**src/rtl/dvs_event_streamer.sv**
```systemverilog
// dvs_event_streamer: buffers AER events in a FIFO and serializes each record MSB byte first.
// Define DVS_EVENT_DROP_CNT_EN to add the saturating drop_count output.
`ifndef DVS_X_ADDR_BITS
`define DVS_X_ADDR_BITS 8
`endif
`ifndef DVS_Y_ADDR_BITS
`define DVS_Y_ADDR_BITS 7
`endif
`ifndef TIMESTAMP_US_BITS
`define TIMESTAMP_US_BITS 16
`endif

module dvs_event_streamer #(
   parameter int X_BITS     = `DVS_X_ADDR_BITS,
   parameter int Y_BITS     = `DVS_Y_ADDR_BITS,
   parameter int TS_BITS    = `TIMESTAMP_US_BITS,
   parameter int FIFO_DEPTH = 16
) (
   input  logic                          clk,
   input  logic                          rst_n,
   input  logic [X_BITS-1:0]             event_x,
   input  logic [Y_BITS-1:0]             event_y,
   input  logic [TS_BITS-1:0]            event_timestamp,
   input  logic                          event_polarity,
   input  logic                          new_event,
   output logic [7:0]                    tx_data,
   output logic                          tx_valid,
   input  logic                          tx_ready,
   output logic [$clog2(FIFO_DEPTH):0]   fifo_count,
   output logic                          overflow,
   input  logic                          overflow_clr
`ifdef DVS_EVENT_DROP_CNT_EN
   ,
   output logic [15:0]                   drop_count
`endif
);
   localparam int REC_BITS = 1 + X_BITS + Y_BITS + TS_BITS;
   localparam int NBYTES   = (REC_BITS + 7) / 8;
   localparam int W_BITS   = NBYTES * 8;
   localparam int PTR_W    = $clog2(FIFO_DEPTH);
   localparam int CNT_W    = PTR_W + 1;
   localparam int IDX_W    = (NBYTES > 1) ? $clog2(NBYTES) : 1;
   localparam logic [CNT_W-1:0] FULL = CNT_W'(FIFO_DEPTH);
   localparam logic [IDX_W-1:0] LAST = IDX_W'(NBYTES - 1);

   typedef enum logic {IDLE, SEND} state_t;
   state_t r_state, w_next;

   logic [W_BITS-1:0] r_mem [FIFO_DEPTH];
   logic [PTR_W-1:0]  r_wptr, r_rptr;
   logic [CNT_W-1:0]  r_count;
   logic [W_BITS-1:0] r_shift;
   logic [IDX_W-1:0]  r_idx;
   logic              r_overflow;
   logic [W_BITS-1:0] w_rec;
   logic              w_full, w_push, w_drop, w_pop, w_hs;

   always_comb begin
      w_rec = '0;
      w_rec[REC_BITS-1:0] = {event_polarity, event_x, event_y, event_timestamp};
   end

   // Fullness is judged on the pre-edge count, so a same-edge pop never rescues a push.
   assign w_full = (r_count == FULL);
   assign w_push = new_event && !w_full;
   assign w_drop = new_event && w_full;
   assign w_hs   = (r_state == SEND) && tx_ready;

   always_ff @(posedge clk or negedge rst_n) begin
      if (!rst_n) r_state <= IDLE;
      else        r_state <= w_next;
   end

   always_comb begin
      w_next = r_state;
      w_pop  = 1'b0;
      case (r_state)
         IDLE: begin
            if (r_count != '0) begin
               w_pop  = 1'b1;
               w_next = SEND;
            end
         end
         SEND: begin
            if (tx_ready && (r_idx == LAST)) begin
               if (r_count != '0) w_pop  = 1'b1;
               else               w_next = IDLE;
            end
         end
         default: w_next = IDLE;
      endcase
   end

   always_ff @(posedge clk or negedge rst_n) begin
      if (!rst_n) begin
         r_wptr  <= '0;
         r_rptr  <= '0;
         r_count <= '0;
      end else begin
         if (w_push) r_wptr <= r_wptr + 1'b1;
         if (w_pop)  r_rptr <= r_rptr + 1'b1;
         if (w_push && !w_pop)      r_count <= r_count + 1'b1;
         else if (!w_push && w_pop) r_count <= r_count - 1'b1;
      end
   end

   always_ff @(posedge clk) begin
      if (w_push) r_mem[r_wptr] <= w_rec;
   end

   // The current byte always sits at the top of r_shift; r_idx only tracks the record end.
   always_ff @(posedge clk or negedge rst_n) begin
      if (!rst_n) begin
         r_shift <= '0;
         r_idx   <= '0;
      end else if (w_pop) begin
         r_shift <= r_mem[r_rptr];
         r_idx   <= '0;
      end else if (w_hs) begin
         r_shift <= r_shift << 8;
         r_idx   <= r_idx + 1'b1;
      end
   end

   always_ff @(posedge clk or negedge rst_n) begin
      if (!rst_n)            r_overflow <= 1'b0;
      else if (w_drop)       r_overflow <= 1'b1;
      else if (overflow_clr) r_overflow <= 1'b0;
   end

`ifdef DVS_EVENT_DROP_CNT_EN
   logic [15:0] r_drop_cnt;

   always_ff @(posedge clk or negedge rst_n) begin
      if (!rst_n)                          r_drop_cnt <= '0;
      else if (overflow_clr)               r_drop_cnt <= w_drop ? 16'd1 : 16'd0;
      else if (w_drop && r_drop_cnt != '1) r_drop_cnt <= r_drop_cnt + 16'd1;
   end

   assign drop_count = r_drop_cnt;
`endif

   assign tx_valid   = (r_state == SEND);
   assign tx_data    = (r_state == SEND) ? r_shift[W_BITS-1 -: 8] : '0;
   assign fifo_count = r_count;
   assign overflow   = r_overflow;

endmodule

```
**config.mk**
```make
export PLATFORM = sky130hd
export DESIGN_NAME = dvs_event_streamer
export DESIGN_NICKNAME = d
export VERILOG_FILES = /design/src/rtl/dvs_event_streamer.sv
export SDC_FILE = /design/constraint.sdc
export NUM_CORES = 1
export LEC_CHECK = 0
export ABC_CLOCK_PERIOD_IN_PS = 3400
export BUFFER_PORTS_ARGS = -buffer_cell sky130_fd_sc_hd__buf_2
export CAP_MARGIN = 20
export CORE_MARGIN = 4
export CORE_UTILIZATION = 45
export CTS_BUF_LIST = sky130_fd_sc_hd__clkbuf_16
export CTS_CLUSTER_DIAMETER = 120
export DETAILED_ROUTE_END_ITERATION = 16
export PLACE_DENSITY = 0.62
export RECOVER_POWER = 100
export SLEW_MARGIN = 20
export SYNTH_ARGS = -nofsm -noshare
export SYNTH_HDL_FRONTEND = slang
export SYNTH_SLANG_ARGS = --single-unit
```
**constraint.sdc**
```tcl
create_clock -name clk -period 3.4 [get_ports clk]
set_input_delay 0.51 -clock clk [delete_from_list [all_inputs] [get_ports clk]]
set_output_delay 0.51 -clock clk [all_outputs]
set_load 0.005 [all_outputs]
```
After elaboration in Yosys (flattened, before gate mapping)
Memory sizes are Yosys's and may differ from the RTL's.
Index checks and enable logic that the tools add are counted.

word-level totals
  bits of input ports = 37
  logic and storage cells = 45
  memories kept = 1
  register bits after elaboration = 49
  RAM bits = 512
  output and inout bits = 15

memory list
  name   words  bits a word  rd ports  clocked after Yosys merged registers in  write ports  RTL line  text
  r_mem  16     32           1         0                                        1            49        logic [W_BITS-1:0] r_mem [FIFO_DEPTH];

cells by class
  add/sub/neg operators = 5
  multiplexer cells = 16
  bitwise gates (word level) = 1
  equal/unequal tests = 2
  reduce and logical (&&, ||, !) cells = 13

operators by type and width
  kind                 number
  $mux 32              2
  $mux 5               2
  $add 4x1->4 const B  2
  $mux 8               1
  $mux 1               7
  $logic_and 1x1->1    6
  $reduce_bool 2->1    3
  $add 5x1->5 const B  1
  $eq 5x5->1 const B   1
  $reduce_bool 5->1    1
  $sub 5x1->5 const B  1
  $mux 2               2
  $pmux 1 s2           2
  $logic_not 1->1      3
  $add 2x1->2 const B  1
  $eq 2x2->1 const B   1
  $not 1->1            1

Logic depth before layout (Yosys ltp)
Gate-level depths: netlist (run 1).

  depth in word-level cells = 7
  mapped depth = 15
  mapped depth without buffers = 13

Worst setup path after synthesis (run 1)
No wires, ideal clock.

  path kind = register -> register
  start = reg r_count[0], in the netlist fifo_count[0]
  end = mem r_mem[3][0] (netlist name) (enable)
  period minus slack after synthesis = 3.725 ns
  arrival = 3.265 ns
  stages on the path, launching flop included = 5
  required time = 2.939 ns
  path slack = -0.325 ns
  path through = dfrtp_1 > nor4_4 > a21boi_2 > nand2_1 > nor3_1

on the way
  word-level cells in the longest chain between the ends = 5

ends and longest elaborated chain
  element                       RTL line  text
  from (decl)                   51        logic [CNT_W-1:0] r_count;
  from (signal assigned)        102       if (w_push && !w_pop) r_count <= r_count + 1'b1;
  from (signal assigned)        103       else if (!w_push && w_pop) r_count <= r_count - 1'b1;
  $eq 5x5->1                    64        assign w_full = (r_count == FULL);
  $logic_not 1->1               65        assign w_push = new_event && !w_full;
  $logic_and 1x1->1             65
  net w_push                    56        logic w_full, w_push, w_drop, w_pop, w_hs;
  $mux 1                        108       if (w_push) r_mem[r_wptr] <= w_rec;
  $mux 1 (implied by the code)  108
  to (decl)                     49

The timed path passes the listed nets, and every way through them passes these cells.

Worst setup path after layout (run 1)
  start = reg r_count[0], in the netlist fifo_count[0]
  end = mem r_mem[9][12] (netlist name) (enable)

The elaborated chain is that of the path after synthesis.

==> results of run 1 <==
## flip-flops by register name, summed over array words and instances (netlist names)
signal,cells
r_mem,512
tx_valid,1
r_wptr,4
r_rptr,4
r_idx,2
r_shift,32
fifo_count,5
overflow,1
## per-layer routing
metal	vias to the layer above	part of all wire, %	GRT usage (%)
met5	-	0.028	0
li1	4521	-	-
met2	312	47	28.31
met1	5545	45	27.79
met3	66	6.0	3.211
met4	2	2.2	5.309
## per-stage QoR
stage / std cells / worst slack [ns] / power (W) / instance area [um^2]
after CTS: 1809 / 0.3682 / 0.02018 / 24710
after detailed placement: 1706 / 0.3792 / 0.01416 / 22910
final: 1809 / 0.3161 / 0.01986 / 24500
after global routing: 1809 / 0.07151 / 0.02080 / 24500
after floorplan: 1054 / 0.5295 / 0.01233 / 21640
after global placement: 1706 / 0.3985 / 0.01410 / 22910
## cell usage after synthesis
library cell | number | area share, %
inv_2 | 1 | 0.017
mux4_2 | 128 | 13
a21oi_1 | 26 | 0.60
inv_1 | 4 | 0.069
or2_2 | 1 | 0.029
nor3_1 | 4 | 0.093
a22oi_1 | 48 | 1.7
o211ai_1 | 24 | 0.83
nor2_1 | 38 | 0.66
xor2_1 | 2 | 0.081
dfrtp_1 | 49 | 5.7
buf_4 | 11 | 0.38
o31ai_1 | 8 | 0.28
a21o_1 | 2 | 0.069
nor2b_1 | 2 | 0.058
and2_1 | 10 | 0.29
buf_8 | 1 | 0.069
mux2i_1 | 1 | 0.046
ha_1 | 10 | 0.58
edfxtp_1 | 512 | 71
buf_1 | 2 | 0.035
o21ai_0 | 5 | 0.12
a21boi_2 | 1 | 0.052
xnor2_1 | 9 | 0.36
fa_1 | 1 | 0.093
buf_2 | 25 | 0.58
nand4_1 | 1 | 0.029
nand3_1 | 4 | 0.093
nand2_1 | 76 | 1.3
o22ai_1 | 16 | 0.46
nand2b_1 | 7 | 0.20
buf_6 | 4 | 0.21
clkbuf_1 | 18 | 0.31
mux2_2 | 2 | 0.10
nor4_4 | 1 | 0.098
## final timing paths
kind                                             end  cells past startpoint                       from
setup / recovery              r_mem[9][12]$_DFFE_PP_                      5  fifo_count[0]$_DFFE_PN0P_
hold / removal                  overflow$_DFFE_PN0P_                      2               overflow_clr
setup reg to reg              r_mem[9][12]$_DFFE_PP_                      5  fifo_count[0]$_DFFE_PN0P_
hold reg to reg                 r_idx[1]$_DFFE_PN0P_                      2       r_idx[1]$_DFFE_PN0P_
max in group asynchronous  fifo_count[1]$_DFFE_PN0P_                      2                      rst_n
min in group asynchronous    r_shift[25]$_DFFE_PN0P_                      1                      rst_n
## logic make-up (layout without fill, tap and decap cells)
| kind of cell | after synthesis | in the layout | share of synthesized area [%] |
|---|---|---|---|
| AO/OA/AOI/OAI | 130 | 130 | 4.080 |
| XOR/XNOR | 11 | 11 | 0.4456 |
| adder cells (fa/ha/maj) | 11 | 11 | 0.6713 |
| buffers and inverters | 66 | 206 | 1.672 |
| flip-flops | 561 | 561 | 76.78 |
| multiplexers | 131 | 131 | 13.48 |
| AND/OR/NAND/NOR | 144 | 144 | 2.870 |
## area by class of cell
class / instances / share of cell area (%)
flip-flops and latches: 561 / 67.79
inverters: 5 / 0.07659
clock inverters: 46 / 1.532
multi-input cells: 427 / 19.38
repair buffers: 98 / 2.262
clock buffers: 57 / 5.821
well taps: 615 / 3.140
## where the power goes
| part | internal, W | switching, W | total, W |
|---|---|---|---|
| logic | 0.00216 | 0.00279 | 0.00495 |
| registers | 0.00843 | 0.000464 | 0.00889 |
| clock network | 0.00343 | 0.00258 | 0.00602 |
| total | 0.0140 | 0.00584 | 0.0199 |
==> impl_metrics.csv, run 1 <==
group,metric,value,unit
grt,grt_pass1_vias,10690,
setup_path,worstSetupPathType,"flip-flop to flip-flop",
layout,fin_nets,1197,
layout,num_antenna_cells,0,
logic_synthesis,netlist_area,21620,um^2
timing,fin_worst_skew,0.01134,ns
die,dieHeight,227.2,um
power_and_ir_drop,leakagePower,7.842,nW
setup_path,crit_chain,"nor4_4 > a21boi_2 > nand2_1 > nor2_2 > buf_2",
timing,worstMarginPinSlew,2.072,ns
layout,areaGrowthSynthToFinish,13.33,%
clock_network,hold_buffers,0,
setup_path,cp_num_buf_inv,1,
place,gp_congestion,0.7778,
setup_path,critPathCaptureType,"flip-flop",
logic_synthesis,yosysSeqAreaShare,76.78,%
setup_path,crit_family,"simple AND/OR/NAND/NOR gates",
layout,drive_gt1_share,23.28,%
setup_path,r2r_slack,0.32,ns
timing,drv_slew,36,
grt,antenna_found_initial,1,
power_and_ir_drop,power.density,810.6,nW/um^2
clock_network,cts_setup_buffers,0,
die,fp-row-count,80,
layout,mostFrequentLayoutCell,"edfxtp_1",
detailed_routing,wire_per_inst,25.80,um
clock_network,insertion_delay,0.61,ns
timing,period_share,90.70,%
setup_path,slowest_delay,0.76,ns
logic_synthesis,synthDistinctLibCells,35,
clock_network,cts_resized,0,
layout,layout_common_cells,"512 x edfxtp_1, 128 x mux4_2, 76 x nand2_1",
setup_path,worst_path_max_delay_cell,"nor2_2",
detailed_routing,routed_wl,46670,um
timing,setup_viol,0,
detailed_routing,drc,0,
setup_path,cp.arrival,3.32,ns
die,ioPinCount,52,
timing,min_period,3.084,ns
place,portBuffers,51,
logic_synthesis,yosys_warnings,0,
die,design.core.area,47650,um^2
grt,grt_max_degree,46,
grt,grt_first_pass_wirelength,70300,um
logic_synthesis,postSynthCellCount,1054,
clock_network,cts_tree,"done",
flow_run,drv_cap,1,
timing,relSlewSlack,-38.11,%
detailed_routing,viasPerCell,5.774,
clock_network,clockRootBuffer,"clkbuf_16",
die,fp.dieW,227.2,um
layout,register_area,16610,um^2
setup_path,required,3.63,ns
layout,fin_util,51.43,%
clock_network,cts_sinks,561,
detailed_routing,first_iter_violations,1372,
timing,rsz0062_at_grt,"no",
grt,grt-ovfl-total,0,
grt,grt.total_usage,18.47,%
timing,clock.fmax,0.3243,GHz
timing,hold_viol_final,0,
min_path,hold_class,"primary input to flip-flop",
clock_network,cts.htree.levels,2,
run_status,violations,"capacitance limit, slew limit",
power_and_ir_drop,irDropWorstVdd,472.1,uV
clock_network,numCtsBuffers,56,
layout,multiInputGateArea,4750,um^2
clock_network,clk_path_buf_depth,3,
detailed_routing,dr.pass1.iters,5,
setup_path,cp-start-kind,"flip-flop",
detailed_routing,vias,10450,
layout,fillCellCount,3837,
timing,fin_worst_hold_slack,0.08092,ns
die,initial_utilization,45.38,%
logic_synthesis,synth_nets,1102,
setup_path,critPathMaxFanout,21,
logic_synthesis,synth_seq_cells,561,
place,hpwl,27150,um
logic_synthesis,syn_avg_cell_area,20.51,um^2
timing,final.setup.tns,0,ns
clock_network,clk_pin_slew,0.06,ns
detailed_routing,ant_nets,0,
die,die-area,51620,um^2
run_status,status,"finished with violations",
Power figures use the tool's default switching activity.
==> run 2, diff against run 1 <==
--- a/config.mk
+++ b/config.mk
@@ -6,7 +6,7 @@
 export NUM_CORES = 1
 export LEC_CHECK = 0
 export ABC_CLOCK_PERIOD_IN_PS = 3400
-export BUFFER_PORTS_ARGS = -buffer_cell sky130_fd_sc_hd__buf_2
+export BUFFER_PORTS_ARGS = -buffer_cell sky130_fd_sc_hd__buf_4
 export CAP_MARGIN = 20
 export CORE_MARGIN = 4
 export CORE_UTILIZATION = 45
==> run 2 against run 1 <==
  * Total power decreased by 1.0%
  * Setup slack improved by 0.089 ns
  * Clock power decreased by 3%
  * Fmax increased by 3.0%
  * First-iteration DRC count decreased by 25%
  * Wire length decreased by 1.2%
  * Combinational power decreased by 0.8%
  * Sequential power about the same
  * The run still ends with capacitance limit, slew limit left
  * Via count increased by 0.31%
  * Design area decreased by 0.17%
  * Critical path depth unchanged
  * Critical endpoint is now r_mem[14][11]$_DFFE_PP_
==> impl_metrics.csv, run 2 (synthesis results as in run 1) <==
group,metric,value,unit
layout,max_flop_register,"r_mem",
run_status,status,"finished with violations",
setup_path,worstSetupPathType,"flip-flop to flip-flop",
layout,areaGrowthSynthToFinish,13.13,%
run_status,violations,"capacitance limit, slew limit",
layout,fin_area,24460,um^2
layout,num_antenna_cells,0,
power_and_ir_drop,irDropWorstVdd,583.2,uV
setup_path,worst_path_max_delay_cell,"nor2_2",
setup_path,required,3.67,ns
min_path,holdPathEnd,"overflow$_DFFE_PN0P_",
setup_path,reg2reg_depth,5,
power_and_ir_drop,leakagePower,7.850,nW
layout,mostFrequentLayoutCell,"edfxtp_1",
grt,grt_first_pass_wirelength,70250,um
setup_path,cp-start-kind,"flip-flop",
layout,layout_common_cells,"512 x edfxtp_1, 128 x mux4_2, 76 x nand2_1",
place,hpwl,26930,um
detailed_routing,wire_per_inst,25.53,um
setup_path,r2r_slack,0.41,ns
detailed_routing,met2_length,21910,um
power_and_ir_drop,power.density,803.9,nW/um^2
clock_network,cts_sinks,561,
die,ioPinCount,52,
timing,final.setup.tns,0,ns
flow_run,drv_cap,1,
place,place_ws,0.4002,ns
grt,grt-ovfl-total,0,
setup_path,critPathCaptureType,"flip-flop",
place,gp_congestion,0.7706,
die,design.core.area,47650,um^2
min_path,min_from,"overflow_clr",
die,fp-row-count,80,
timing,setup_viol,0,
place,place_area,23000,um^2
die,dieHeight,227.2,um
detailed_routing,drc,0,
layout,fillCellCount,3814,
clock_network,insertion_delay,0.62,ns
timing,worstMarginPinSlew,1.521,ns
place,portBuffers,51,
detailed_routing,ant_nets,0,
setup_path,slowest_delay,0.88,ns
grt,antenna_found_initial,1,
layout,fin_nets,1194,
die,fp.dieW,227.2,um
detailed_routing,wl_met1,20360,um
clock_network,clockRootBuffer,"clkbuf_16",
setup_path,r2r_start,"fifo_count[0]$_DFFE_PN0P_",
timing,min_period,2.994,ns
layout,largest_reg_flops,512,
grt,grt.total_usage,18.37,%
detailed_routing,vias,10480,
clock_network,clk_pin_slew,0.06,ns
die,die-area,51620,um^2
detailed_routing,wl_met3,2889,um
setup_path,cp_num_buf_inv,1,
setup_path,crit_family,"simple AND/OR/NAND/NOR gates",
setup_path,cp.arrival,3.26,ns
timing,fin_worst_skew,0.03451,ns
detailed_routing,viasPerCell,5.799,
detailed_routing,first_iter_violations,1026,
timing,setup_ws,0.4056,ns
grt,grt_max_degree,50,
detailed_routing,routed_wl,46130,um
timing,hold_viol_final,0,
clock_network,cts_resized,0,
grt,grt_pass1_vias,10880,
timing,rsz0062_at_grt,"no",
layout,drive_gt1_share,22.65,%
setup_path,crit_chain,"nor4_4 > a21boi_2 > nand2_1 > nor2_2 > clkbuf_2",
timing,clock.fmax,0.3340,GHz
setup_path,critPathMaxFanout,15,
setup_path,reg2reg_to,"r_mem[14][11]$_DFFE_PP_",
clock_network,clk_path_buf_depth,3,
min_path,min_path_cells,2,
die,initial_utilization,45.38,%
min_path,hold_class,"primary input to flip-flop",
clock_network,cts_tree,"done",
clock_network,cts.htree.levels,2,
detailed_routing,dr.pass1.iters,5,
detailed_routing,highest_layer,"met5",
timing,relSlewSlack,-1.399,%
timing,period_share,88.07,%
clock_network,numCtsBuffers,57,
timing,drv_slew,18,
## run 2: routing by layer
layer	track usage [%]	up-vias
met2	28.94	325
met5	0	-
met1	27.09	5584
met3	3.108	66
met4	5.036	2
li1	-	4501
## run 2: cell type report
| class | instances | area, um^2 | area share [%] |
|---|---|---|---|
| timing repair buffer | 94 | 546.8 | 2.235 |
| sequential | 561 | 16610 | 67.90 |
| inverter | 5 | 18.77 | 0.07673 |
| clock buffer | 58 | 1451 | 5.933 |
| clock inverter | 47 | 302.8 | 1.238 |
| tap | 615 | 769.5 | 3.146 |
| multi-input combinational | 427 | 4762 | 19.47 |
## run 2: per-stage QoR
stage                     hold WS (ns)  std cells  total power, W  utilization [%]
after global routing           0.06764       1807         0.02061            51.34
after detailed placement        0.4719       1701         0.01416            48.27
after global placement          0.4528       1701         0.01409            48.27
final                          0.07959       1807         0.01966            51.34
after CTS                      0.04016       1807         0.01999            51.97
after floorplan                 0.2144       1054         0.01233                -
## run 2: how the worst max path moves through the flow
stage / cells past startpoint / endpoint / startpoint
finish: 5 / r_mem[14][11]$_DFFE_PP_ / fifo_count[0]$_DFFE_PN0P_
detailed placement: 12 / fifo_count[4]$_DFFE_PN0P_ / fifo_count[1]$_DFFE_PN0P_
global placement: 12 / fifo_count[4]$_DFFE_PN0P_ / fifo_count[1]$_DFFE_PN0P_
floorplan: 4 / r_mem[15][0]$_DFFE_PP_ / fifo_count[0]$_DFFE_PN0P_
global route: 12 / fifo_count[4]$_DFFE_PN0P_ / fifo_count[0]$_DFFE_PN0P_
CTS: 12 / fifo_count[4]$_DFFE_PN0P_ / fifo_count[1]$_DFFE_PN0P_
## run 2: repair_timing
item	4_1_cts	5_1_grt
buffers inserted	0	0
hold buffers	1	0
hold endpoints to repair	49	0
## run 2: power breakdown
part | switching (W) | internal [W]
registers | 0.000482 | 0.00843
logic | 0.00277 | 0.00215
clock network | 0.00253 | 0.00330
